===== src/rtl/alu_seq.sv =====
// ---------------------------------------------------------------------------
// alu_seq -- ALU with valid/ready handshakes on both sides and registered
// results. Most operations finish one cycle after they are accepted. An
// optional iterative multiplier handles opcode 1100 and is included only when
// the macro ALU_SEQ_MUL_EN is defined. Without that macro, 1100 is treated as
// an undefined code.
//
// Ports
//   clk         sole clock, rising edge
//   rst_n       asynchronous active-low reset
//   in_valid    request present          in_ready    request accepted this cycle
//   in_alu_1    operand A                in_alu_2    operand B / shift amount
//   alu_ctrl    4-bit opcode
//   out_valid   result registers valid   out_ready   consumer takes result
//   alu_result  registered result        zero        registered zero/equal flag
//   overflow    signed ADD/SUB overflow  err         undefined opcode flag
// ---------------------------------------------------------------------------
module alu_seq #(
  parameter int WIDTH = 32
) (
  input  logic             clk,
  input  logic             rst_n,
  input  logic             in_valid,
  output logic             in_ready,
  input  logic [WIDTH-1:0] in_alu_1,
  input  logic [WIDTH-1:0] in_alu_2,
  input  logic [3:0]       alu_ctrl,
  output logic             out_valid,
  input  logic             out_ready,
  output logic [WIDTH-1:0] alu_result,
  output logic             zero,
  output logic             overflow,
  output logic             err
);

  localparam int SHW = $clog2(WIDTH);

  localparam logic [3:0] OP_AND  = 4'b0000;
  localparam logic [3:0] OP_OR   = 4'b0001;
  localparam logic [3:0] OP_ADD  = 4'b0010;
  localparam logic [3:0] OP_SUB  = 4'b0011;
  localparam logic [3:0] OP_BEQ  = 4'b0100;
  localparam logic [3:0] OP_NOR  = 4'b0101;
  localparam logic [3:0] OP_XOR  = 4'b0110;
  localparam logic [3:0] OP_SLT  = 4'b0111;
  localparam logic [3:0] OP_SLTU = 4'b1000;
  localparam logic [3:0] OP_SLL  = 4'b1001;
  localparam logic [3:0] OP_SRL  = 4'b1010;
  localparam logic [3:0] OP_SRA  = 4'b1011;
`ifdef ALU_SEQ_MUL_EN
  localparam logic [3:0] OP_MUL  = 4'b1100;
`endif

  logic             r_out_valid;
  logic [WIDTH-1:0] r_result;
  logic             r_zero;
  logic             r_ovf;
  logic             r_err;

  logic [WIDTH-1:0] w_sum;
  logic [WIDTH-1:0] w_diff;
  logic [SHW-1:0]   w_shamt;
  logic [WIDTH-1:0] w_result;
  logic             w_zero;
  logic             w_ovf;
  logic             w_err;
  logic             w_is_mul;
  logic             w_accept;

  assign w_sum    = in_alu_1 + in_alu_2;
  assign w_diff   = in_alu_1 - in_alu_2;
  assign w_shamt  = in_alu_2[SHW-1:0];
  assign w_accept = in_valid && in_ready;

  // Combinational evaluation of single-cycle opcodes. These values are
  // captured only on an accept cycle.
  always_comb begin
    w_result = '0;
    w_ovf    = 1'b0;
    w_err    = 1'b0;
    w_is_mul = 1'b0;
    case (alu_ctrl)
      OP_AND:  w_result = in_alu_1 & in_alu_2;
      OP_OR:   w_result = in_alu_1 | in_alu_2;
      OP_ADD: begin
        w_result = w_sum;
        // Two operands with the same sign produced a result of the other sign.
        w_ovf = (in_alu_1[WIDTH-1] == in_alu_2[WIDTH-1]) &&
                (w_sum[WIDTH-1] != in_alu_1[WIDTH-1]);
      end
      OP_SUB: begin
        w_result = w_diff;
        w_ovf = (in_alu_1[WIDTH-1] != in_alu_2[WIDTH-1]) &&
                (w_diff[WIDTH-1] != in_alu_1[WIDTH-1]);
      end
      OP_BEQ:  w_result = '0;
      OP_NOR:  w_result = ~(in_alu_1 | in_alu_2);
      OP_XOR:  w_result = in_alu_1 ^ in_alu_2;
      OP_SLT:  w_result = {{(WIDTH-1){1'b0}}, ($signed(in_alu_1) < $signed(in_alu_2))};
      OP_SLTU: w_result = {{(WIDTH-1){1'b0}}, (in_alu_1 < in_alu_2)};
      OP_SLL:  w_result = in_alu_1 << w_shamt;
      OP_SRL:  w_result = in_alu_1 >> w_shamt;
      OP_SRA:  w_result = WIDTH'($signed(in_alu_1) >>> w_shamt);
`ifdef ALU_SEQ_MUL_EN
      OP_MUL:  w_is_mul = 1'b1;
`endif
      default: w_err = 1'b1;
    endcase
  end

  // BEQ reports equality of the operands. Undefined codes always report
  // zero = 0, even though their result is 0.
  always_comb begin
    w_zero = 1'b0;
    if (alu_ctrl == OP_BEQ) begin
      w_zero = (in_alu_1 == in_alu_2);
    end else if (!w_err) begin
      w_zero = (w_result == '0);
    end
  end

`ifdef ALU_SEQ_MUL_EN
  localparam int CW = SHW + 1;

  typedef enum logic {S_IDLE, S_MUL} state_t;

  state_t           r_state;
  state_t           w_state_next;
  logic [CW-1:0]    r_cnt;
  logic [WIDTH-1:0] r_mcand;
  logic [WIDTH-1:0] r_mplier;
  logic [WIDTH-1:0] r_acc;
  logic             w_mul_done;

  // WIDTH shift-add iterations run on the edges after the accept. The result
  // is loaded on the following edge, so out_valid rises WIDTH+1 cycles after
  // the accept.
  assign w_mul_done = (r_state == S_MUL) && (r_cnt == CW'(WIDTH));
  assign in_ready   = (r_state == S_IDLE) && (!r_out_valid || out_ready);

  always_ff @(posedge clk or negedge rst_n) begin
    if (!rst_n) begin
      r_state <= S_IDLE;
    end else begin
      r_state <= w_state_next;
    end
  end

  always_comb begin
    w_state_next = r_state;
    case (r_state)
      S_IDLE:  if (w_accept && w_is_mul) w_state_next = S_MUL;
      S_MUL:   if (w_mul_done) w_state_next = S_IDLE;
      default: w_state_next = S_IDLE;
    endcase
  end

  always_ff @(posedge clk or negedge rst_n) begin
    if (!rst_n) begin
      r_cnt    <= '0;
      r_mcand  <= '0;
      r_mplier <= '0;
      r_acc    <= '0;
    end else if (w_accept && w_is_mul) begin
      r_cnt    <= '0;
      r_mcand  <= in_alu_1;
      r_mplier <= in_alu_2;
      r_acc    <= '0;
    end else if (w_mul_done) begin
      r_cnt <= '0;
    end else if (r_state == S_MUL) begin
      if (r_mplier[0]) r_acc <= r_acc + r_mcand;
      r_mcand  <= r_mcand << 1;
      r_mplier <= r_mplier >> 1;
      r_cnt    <= r_cnt + 1'b1;
    end
  end
`else
  assign in_ready = !r_out_valid || out_ready;
`endif

  always_ff @(posedge clk or negedge rst_n) begin
    if (!rst_n) begin
      r_out_valid <= 1'b0;
      r_result    <= '0;
      r_zero      <= 1'b0;
      r_ovf       <= 1'b0;
      r_err       <= 1'b0;
    end else if (w_accept && !w_is_mul) begin
      r_out_valid <= 1'b1;
      r_result    <= w_result;
      r_zero      <= w_zero;
      r_ovf       <= w_ovf;
      r_err       <= w_err;
`ifdef ALU_SEQ_MUL_EN
    end else if (w_mul_done) begin
      r_out_valid <= 1'b1;
      r_result    <= r_acc;
      r_zero      <= (r_acc == '0);
      r_ovf       <= 1'b0;
      r_err       <= 1'b0;
`endif
    end else if (r_out_valid && out_ready) begin
      r_out_valid <= 1'b0;
    end
  end

  assign out_valid  = r_out_valid;
  assign alu_result = r_result;
  assign zero       = r_zero;
  assign overflow   = r_ovf;
  assign err        = r_err;

endmodule


===== config.mk =====
export PLATFORM = sky130hd
export DESIGN_NAME = alu_seq
export DESIGN_NICKNAME = d
export VERILOG_FILES = /design/src/rtl/alu_seq.sv
export SDC_FILE = /design/constraint.sdc
export NUM_CORES = 1
export LEC_CHECK = 0
export ABC_AREA = 1
export CAP_MARGIN = 20
export CORE_MARGIN = 2
export CORE_UTILIZATION = 35
export DETAILED_ROUTE_END_ITERATION = 7
export GPL_TIMING_DRIVEN = 0
export PLACE_DENSITY = 0.61
export SYNTH_ARGS = -nofsm -noshare
export SYNTH_HDL_FRONTEND = slang
export SYNTH_SLANG_ARGS = --single-unit

===== constraint.sdc =====
create_clock -name clk -period 3.2 [get_ports clk]
set_input_delay 0.64 -clock clk [delete_from_list [all_inputs] [get_ports clk]]
set_output_delay 0.64 -clock clk [all_outputs]
set_load 0.02 [all_outputs]

==> results of run 1 <==
-- logic make-up (layout without fill, tap and decap cells) --
logic type / Yosys count / after routing / share of synthesized area
AND/OR/NAND/NOR: 1567 / 1567 / 0.565
adder cells (fa/ha/maj): 104 / 104 / 0.111
flip-flops: 36 / 36 / 0.0759
buffers and inverters: 391 / 587 / 0.139
AO/OA/AOI/OAI: 221 / 221 / 0.108
XOR/XNOR: 1 / 1 / 0.000738
multiplexers: 1 / 1 / 0.000843
-- final cells by class --
cell class,instances,area share
clock buffer,6,0.00801
timing repair buffer,191,0.104
buffer,98,0.0488
multi-input combinational,1894,0.674
tap,448,0.0348
clock inverter,2,0.00218
inverter,290,0.0722
sequential,36,0.0560
-- per-stage QoR --
| stage | TNS [ns] | hold slack (ns) | setup slack (ns) | instances |
|---|---|---|---|---|
| 3_5_place_dp | -40.84 | 0.471 | -1.94 | 2878 |
| 5_1_grt | -0.0760 | 0.515 | -0.0760 | 2965 |
| 2_1_floorplan | 0 | 0.344 | 0.0196 | 2321 |
| 3_3_place_gp | -39.96 | 0.466 | -1.98 | 2877 |
| 6_report | 0 | 0.454 | 0.0579 | 2965 |
| 4_1_cts | -0.0536 | 0.471 | -0.0536 | 2918 |
-- per-layer routing --
layer	share of wire	vias to the layer above	GRT usage
met1	0.39	8292	0.500
li1	-	7929	-
met3	0.086	270	0.0547
met5	0	-	0
met2	0.45	1028	0.671
met4	0.078	0	0.249
-- worst max-delay path, cell delays in order --
cell and delay, ns:
dlygate4sd2_1 0.30, inv_1 0.09, ha_1 0.27, buf_4 0.20
nor2_1 0.15, inv_1 0.12, nor2_2 0.15, nand2_2 0.09
nor3_4 0.27, nand2_1 0.12, nand2_1 0.09, nor2_1 0.05
nor2_2 0.17, nand3_2 0.11, nor2_2 0.13, nand3_2 0.10
nor2_1 0.11, nand2_1 0.07, a21oi_2 0.12
-- cell usage after synthesis (all sizes together), types with 2 or more instances --
cell type  instances
a211oi             8
a21boi             2
a21oi             73
a31oi             10
and2              16
and3               2
buf               76
clkbuf            25
dfrtp             36
fa                 2
ha               102
inv              289
nand2            773
nand3            445
nand3b             4
nand4             38
nor2             256
nor3              22
nor4               3
o2111ai            3
o211ai            19
o21a               2
o21ai             81
o21bai             8
o22ai              7
o2bb2ai            3
or2                6
-- repair_timing --
action                                  in CTS  in global routing
buffers inserted                            32                 50
gates resized for setup                    274                399
pin swaps                                   29                102
endpoints found under the setup margin      33                  5
-- where the power goes --
part | switching [mW] | internal [mW]
Sequential | 0.0463 | 0.530
Combinational | 1.99 | 1.03
Clock | 0.204 | 0.367
-- state kept, by name, indices dropped and copies added, names as in the netlist --
signal      count
alu_result     32
err             1
out_valid       1
overflow        1
zero            1
-- how the worst max path moves through the flow --
stage / from / to / slack [ns] / depth (start not counted)
3_3_place_gp: in_alu_2[4] / zero / -1.98 / 22
6_report: in_alu_2[21] / zero / 0.06 / 19
2_1_floorplan: in_alu_2[3] / zero / 0.02 / 22
4_1_cts: in_alu_2[3] / zero / -0.05 / 22
3_5_place_dp: in_alu_2[4] / zero / -1.94 / 23
5_1_grt: in_alu_2[1] / zero / -0.08 / 23
==> results_dict.tcl, run 1 <==
set metrics [dict create \
    core_um2 33400 \
    drt-pass1-iter-count 7 \
    final_core_util 0.481 \
    dr.first_iter.drc_count 2066 \
    multi_input_area_um2 10800 \
    reg2reg_setup_slack_ns 1.26 \
    clock-sinks 36 \
    power_mw 4.17 \
    synth_nets 2497 \
    num_rows 67 \
    port_buffers 108 \
    outcome "complete, no violations" \
    cts_tree "yes" \
    maxCapViolCount 0 \
    placed_cell_area_um2 13500 \
    clk_pin_slew_ns 0.06 \
    final_cell_mix "681 x nand2_1, 406 x nand3_1, 239 x inv_1, 169 x nor2_1, 91 x buf_4" \
    clk_latency_ns 0.29 \
    drtAntennaViolNets 0 \
    ys_types 52 \
    netlist.area_leader.share 0.241 \
    slew_headroom 0.352 \
    synth-seq-cells 36 \
    grt_remaining_overflow 0 \
    yosys.area.top_type "nand2_1" \
    fp.dieW_um 188 \
    hp-class "input pin to asynchronous set/reset pin" \
    grt_use_total 0.406 \
    p_leak_nw 8.24 \
    seq_area_um2 901 \
    synth_edf_count 0 \
    n_fill_cell 3670 \
    vias_per_cell 5.91 \
    r2r_end "alu_result[26]" \
    die_y_um 188 \
    power.density_nw_per_um2 259 \
    rsz0062_at_grt "yes" \
    hold_buffers 0 \
    place_hpwl_um 61000 \
    worstPathRequired_ns 3.42 \
    end_kind "register" \
    hold_viol_final 0 \
    grt_max_degree 37 \
    worst_ep_arrival_time_ns 3.36 \
    clock_skew_ns 0.00516 \
    antenna_found_initial 0 \
    antenna_cells 0 \
    start_kind "input pin" \
    h-tree-depth 2 \
    routedWlPerCell_um 25.4 \
    max_freq_ghz 0.318 \
    grt_pass1_wl_um 105000 \
    die_area_um2 35400 \
    finalMaxSlewViolations 0 \
    gp_congestion 1.06 \
    synthArstFlopShare 1.00 \
    ys_seq_area_frac 0.0759 \
    synth_area_leaders "nand2_1 24%, nand3_1 19%, ha_1 11%, inv_1 8.9%, nor2_1 7.9%" \
    setup_viol 0 \
    start_util 0.355 \
    finalCriticalPeriod_ns 3.14 \
    first_global_vias 16200 \
    syn_area_per_cell_um2 5.11 \
    layout_commonest_cell "nand2_1" \
    reg2regPathDepth 7 \
    tightest_slew_ns 0.973 \
    path_class "input pin to register" \
    final_nets 2692 \
    period_share 0.982 \
    clock-root-buffer "clkbuf_16" \
    area_growth_pct 35.6 \
    yosysWarnings 0 \
    vias 17500 \
    path_max_fanout 10 \
    ios 109 \
    wl_um 75400 \
    drc 0 \
    drive_above_1_share 0.221 \
    cts_buffer_depth 2 \
    netlist_instances 2321 \
    netlist_area_um2 11900 \
    cts_buffers 5 \
    worstReg2RegStart "out_valid" \
    max-vdd-ir-drop_mv 0.241 \
    final_area_um2 16100 \
    synth_top_flop_cell "dfrtp_1" \
]
No activity file was read; power rests on OpenSTA's default activity.
==> run 2: changes to the inputs <==
--- a/config.mk
+++ b/config.mk
@@ -5,7 +5,6 @@
 export SDC_FILE = /design/constraint.sdc
 export NUM_CORES = 1
 export LEC_CHECK = 0
-export ABC_AREA = 1
 export CAP_MARGIN = 20
 export CORE_MARGIN = 2
 export CORE_UTILIZATION = 35
==> run 2 against run 1 <==
The run now ends with setup timing left; fmax down 25%; wire length down 7.2%; power up 4.4%; clock power down 15%; utilization up 3.0 points; first-iteration DRC count down 0.19%; clock skew down 0.0032 ns; worst hold slack worse by 0.015 ns; largest power group unchanged; highest routed layer unchanged.
==> results_dict.tcl, run 2 <==
set metrics [dict create \
    tns_ns -7.91 \
    finalMaxSlewViolations 0 \
    vias_per_cell 6.80 \
    syn_area_per_cell_um2 7.17 \
    worst_ep_arrival_time_ns 4.38 \
    maxCapViolCount 0 \
    synth_nets 1750 \
    finalCriticalPeriod_ns 4.17 \
    power_mw 4.35 \
    switching_power_mw 2.16 \
    final_core_util 0.511 \
    pre_cts_ws_ns -3.18 \
    cts_tree "yes" \
    place_inst 2085 \
    dr.first_iter.drc_count 2062 \
    drtAntennaViolNets 0 \
    p_leak_nw 6.41 \
    worstPathRequired_ns 3.41 \
    path_class "input pin to register" \
    area_growth_pct 43.2 \
    start_kind "input pin" \
    ios 109 \
    yosysMostFrequentCell "nand2_1" \
    antenna_cells 0 \
    cts_buffer_depth 2 \
    clk_latency_ns 0.28 \
    die_y_um 184 \
    hold_viol_final 0 \
    largest_register_ffs 32 \
    h-tree-depth 2 \
    fin_ws_ns -0.969 \
    netlist_instances 1574 \
    path_max_fanout 6 \
    worstReg2RegStart "out_valid" \
    netlist_area_um2 11300 \
    power.density_nw_per_um2 270 \
    wl_um 69900 \
    clock-sinks 36 \
    place_hpwl_um 55000 \
    setup_viol 25 \
    fin_cells 2186 \
    routedWlPerCell_um 32.0 \
    synth-seq-cells 36 \
    netlist.area_leader.share 0.113 \
    yosys.area.top_type "ha_1" \
    hp-class "input pin to asynchronous set/reset pin" \
    grt_max_degree 37 \
    n_fill_cell 3082 \
    num_rows 65 \
    synthArstFlopShare 1.00 \
    start_util 0.356 \
    antenna_found_initial 0 \
    gp_congestion 1.06 \
    clock-root-buffer "clkbuf_16" \
    synth_top_flop_cell "dfrtp_1" \
    die_area_um2 33700 \
    clk_pin_slew_ns 0.05 \
    first_global_vias 14100 \
    clock_skew_ns 0.00200 \
    tightest_slew_ns 1.12 \
    drive_above_1_share 0.323 \
    drt-pass1-iter-count 8 \
    port_buffers 107 \
    slew_headroom 0.251 \
    synth_common_cells "193 x nand2_1, 133 x nor2_1, 114 x a21oi_1" \
    layout_commonest_cell "nand2_1" \
    rsz0062_at_grt "yes" \
    pwr-share-comb 0.755 \
    crit_start "in_alu_2[2]" \
    drc 0 \
    synth_area_leaders "ha_1 11%, mux4_2 9.6%, dfrtp_1 8.0%, nand2_1 6.4%, a21oi_1 5.1%" \
    period_share 1.30 \
    synth_edf_count 0 \
    grt_pass1_wl_um 99100 \
    power_frac_clock 0.111 \
    grt_remaining_overflow 0 \
    cts_buffers 5 \
    violations "setup timing" \
    final_nets 1959 \
    max-vdd-ir-drop_mv 0.248 \
    vias 14900 \
    outcome "complete, but fails checks" \
    yosysWarnings 0 \
    end_kind "register" \
    p_int_mw 2.19 \
    grt_use_total 0.402 \
    fp.dieW_um 184 \
    ys_seq_area_frac 0.0799 \
    swShare 0.496 \
    final_cell_mix "185 x nand2_1, 118 x buf_4, 115 x nor2_1, 87 x a21oi_1, 83 x inv_1" \
    ys_types 82 \
    core_um2 31600 \
    max_freq_ghz 0.240 \
    pwr-share-seq 0.134 \
]
==> run 2: final cells by class <==
cell class | instances | area [um2] | area share
Clock buffer | 8 | 146 | 0.00906
Buffer | 116 | 1040 | 0.0644
Inverter | 97 | 404 | 0.0250
Sequential cell | 36 | 901 | 0.0558
Multi-Input combinational cell | 1308 | 11200 | 0.695
Timing Repair Buffer | 219 | 1940 | 0.120
Tap cell | 402 | 503 | 0.0311
==> run 2: critical path: stages <==
cell and delay [ns]:
buf_6 0.08, buf_8 0.12, buf_12 0.11, buf_12 0.12, inv_8 0.03, clkbuf_16 0.14
buf_12 0.13, ha_4 0.32, nor2b_4 0.21, o2111ai_4 0.15, a211o_4 0.40, a211oi_4 0.35
or2_4 0.21, a31oi_4 0.10, o21ai_2 0.22, mux2i_1 0.21, o21ai_1 0.12, or4_4 0.56
o21ai_2 0.13
==> run 2: what timing repair did <==
| item | 4_1_cts | 5_1_grt |
|---|---|---|
| hold buffers | 0 | 0 |
| gates resized for setup | 530 | 160 |
| setup buffers | 72 | 42 |
| endpoints found under the setup margin | 34 | 33 |
| pin swaps | 76 | 75 |
| endpoints found under the hold margin | 0 | 0 |
==> run 2: cells by family (layout without fill, tap and decap cells) <==
logic type	count (synthesis)	after routing	share of synthesized area
adders and majority gates	104	104	0.117
buffers and inverters	230	440	0.0807
and+or+nand+nor	520	520	0.214
muxes	118	118	0.162
xor gates and xnor gates	47	47	0.0365
DFF	36	36	0.0799
AOI/OAI and AO/OA	519	519	0.310
==> run 2: final timing paths <==
| path | slack, ns | cells after the start | end |
|---|---|---|---|
| max | -0.97 | 19 | zero |
| min | 0.44 | 1 | alu_result[4] |
| max reg2reg | 1.08 | 6 | alu_result[25] |
| min reg2reg | 0.47 | 2 | alu_result[19] |
| max in group asynchronous | 2.25 | 1 | alu_result[26] |
| min in group clk | 0.47 | 2 | alu_result[19] |
==> run 2: per-stage QoR <==
step / instance area (um2) / hold WS, ns
after floorplan: 11500 / 0.344
after global placement: 13100 / 0.461
after detailed placement: 13100 / 0.463
after CTS: 15400 / 0.469
after global routing: 16200 / 0.499
final: 16200 / 0.439
==> run 2: layer usage <==
layer  track usage  share of wire  up-vias
li1              -              -     6286
met1         0.512           0.39     7223
met2         0.644           0.44     1067
met3        0.0620          0.094      283
met4         0.239          0.077        0
met5             0              0        -
==> run 2: power by group through the flow <==
stage               clock network, mW  logic [mW]  registers (mW)
finish                          0.486        3.29           0.581
global route                    0.507        3.41           0.590
CTS                             0.493        2.98           0.582
detailed placement                  0        2.51           0.590
global placement                    0        2.50           0.586
floorplan                           0        1.38           0.692
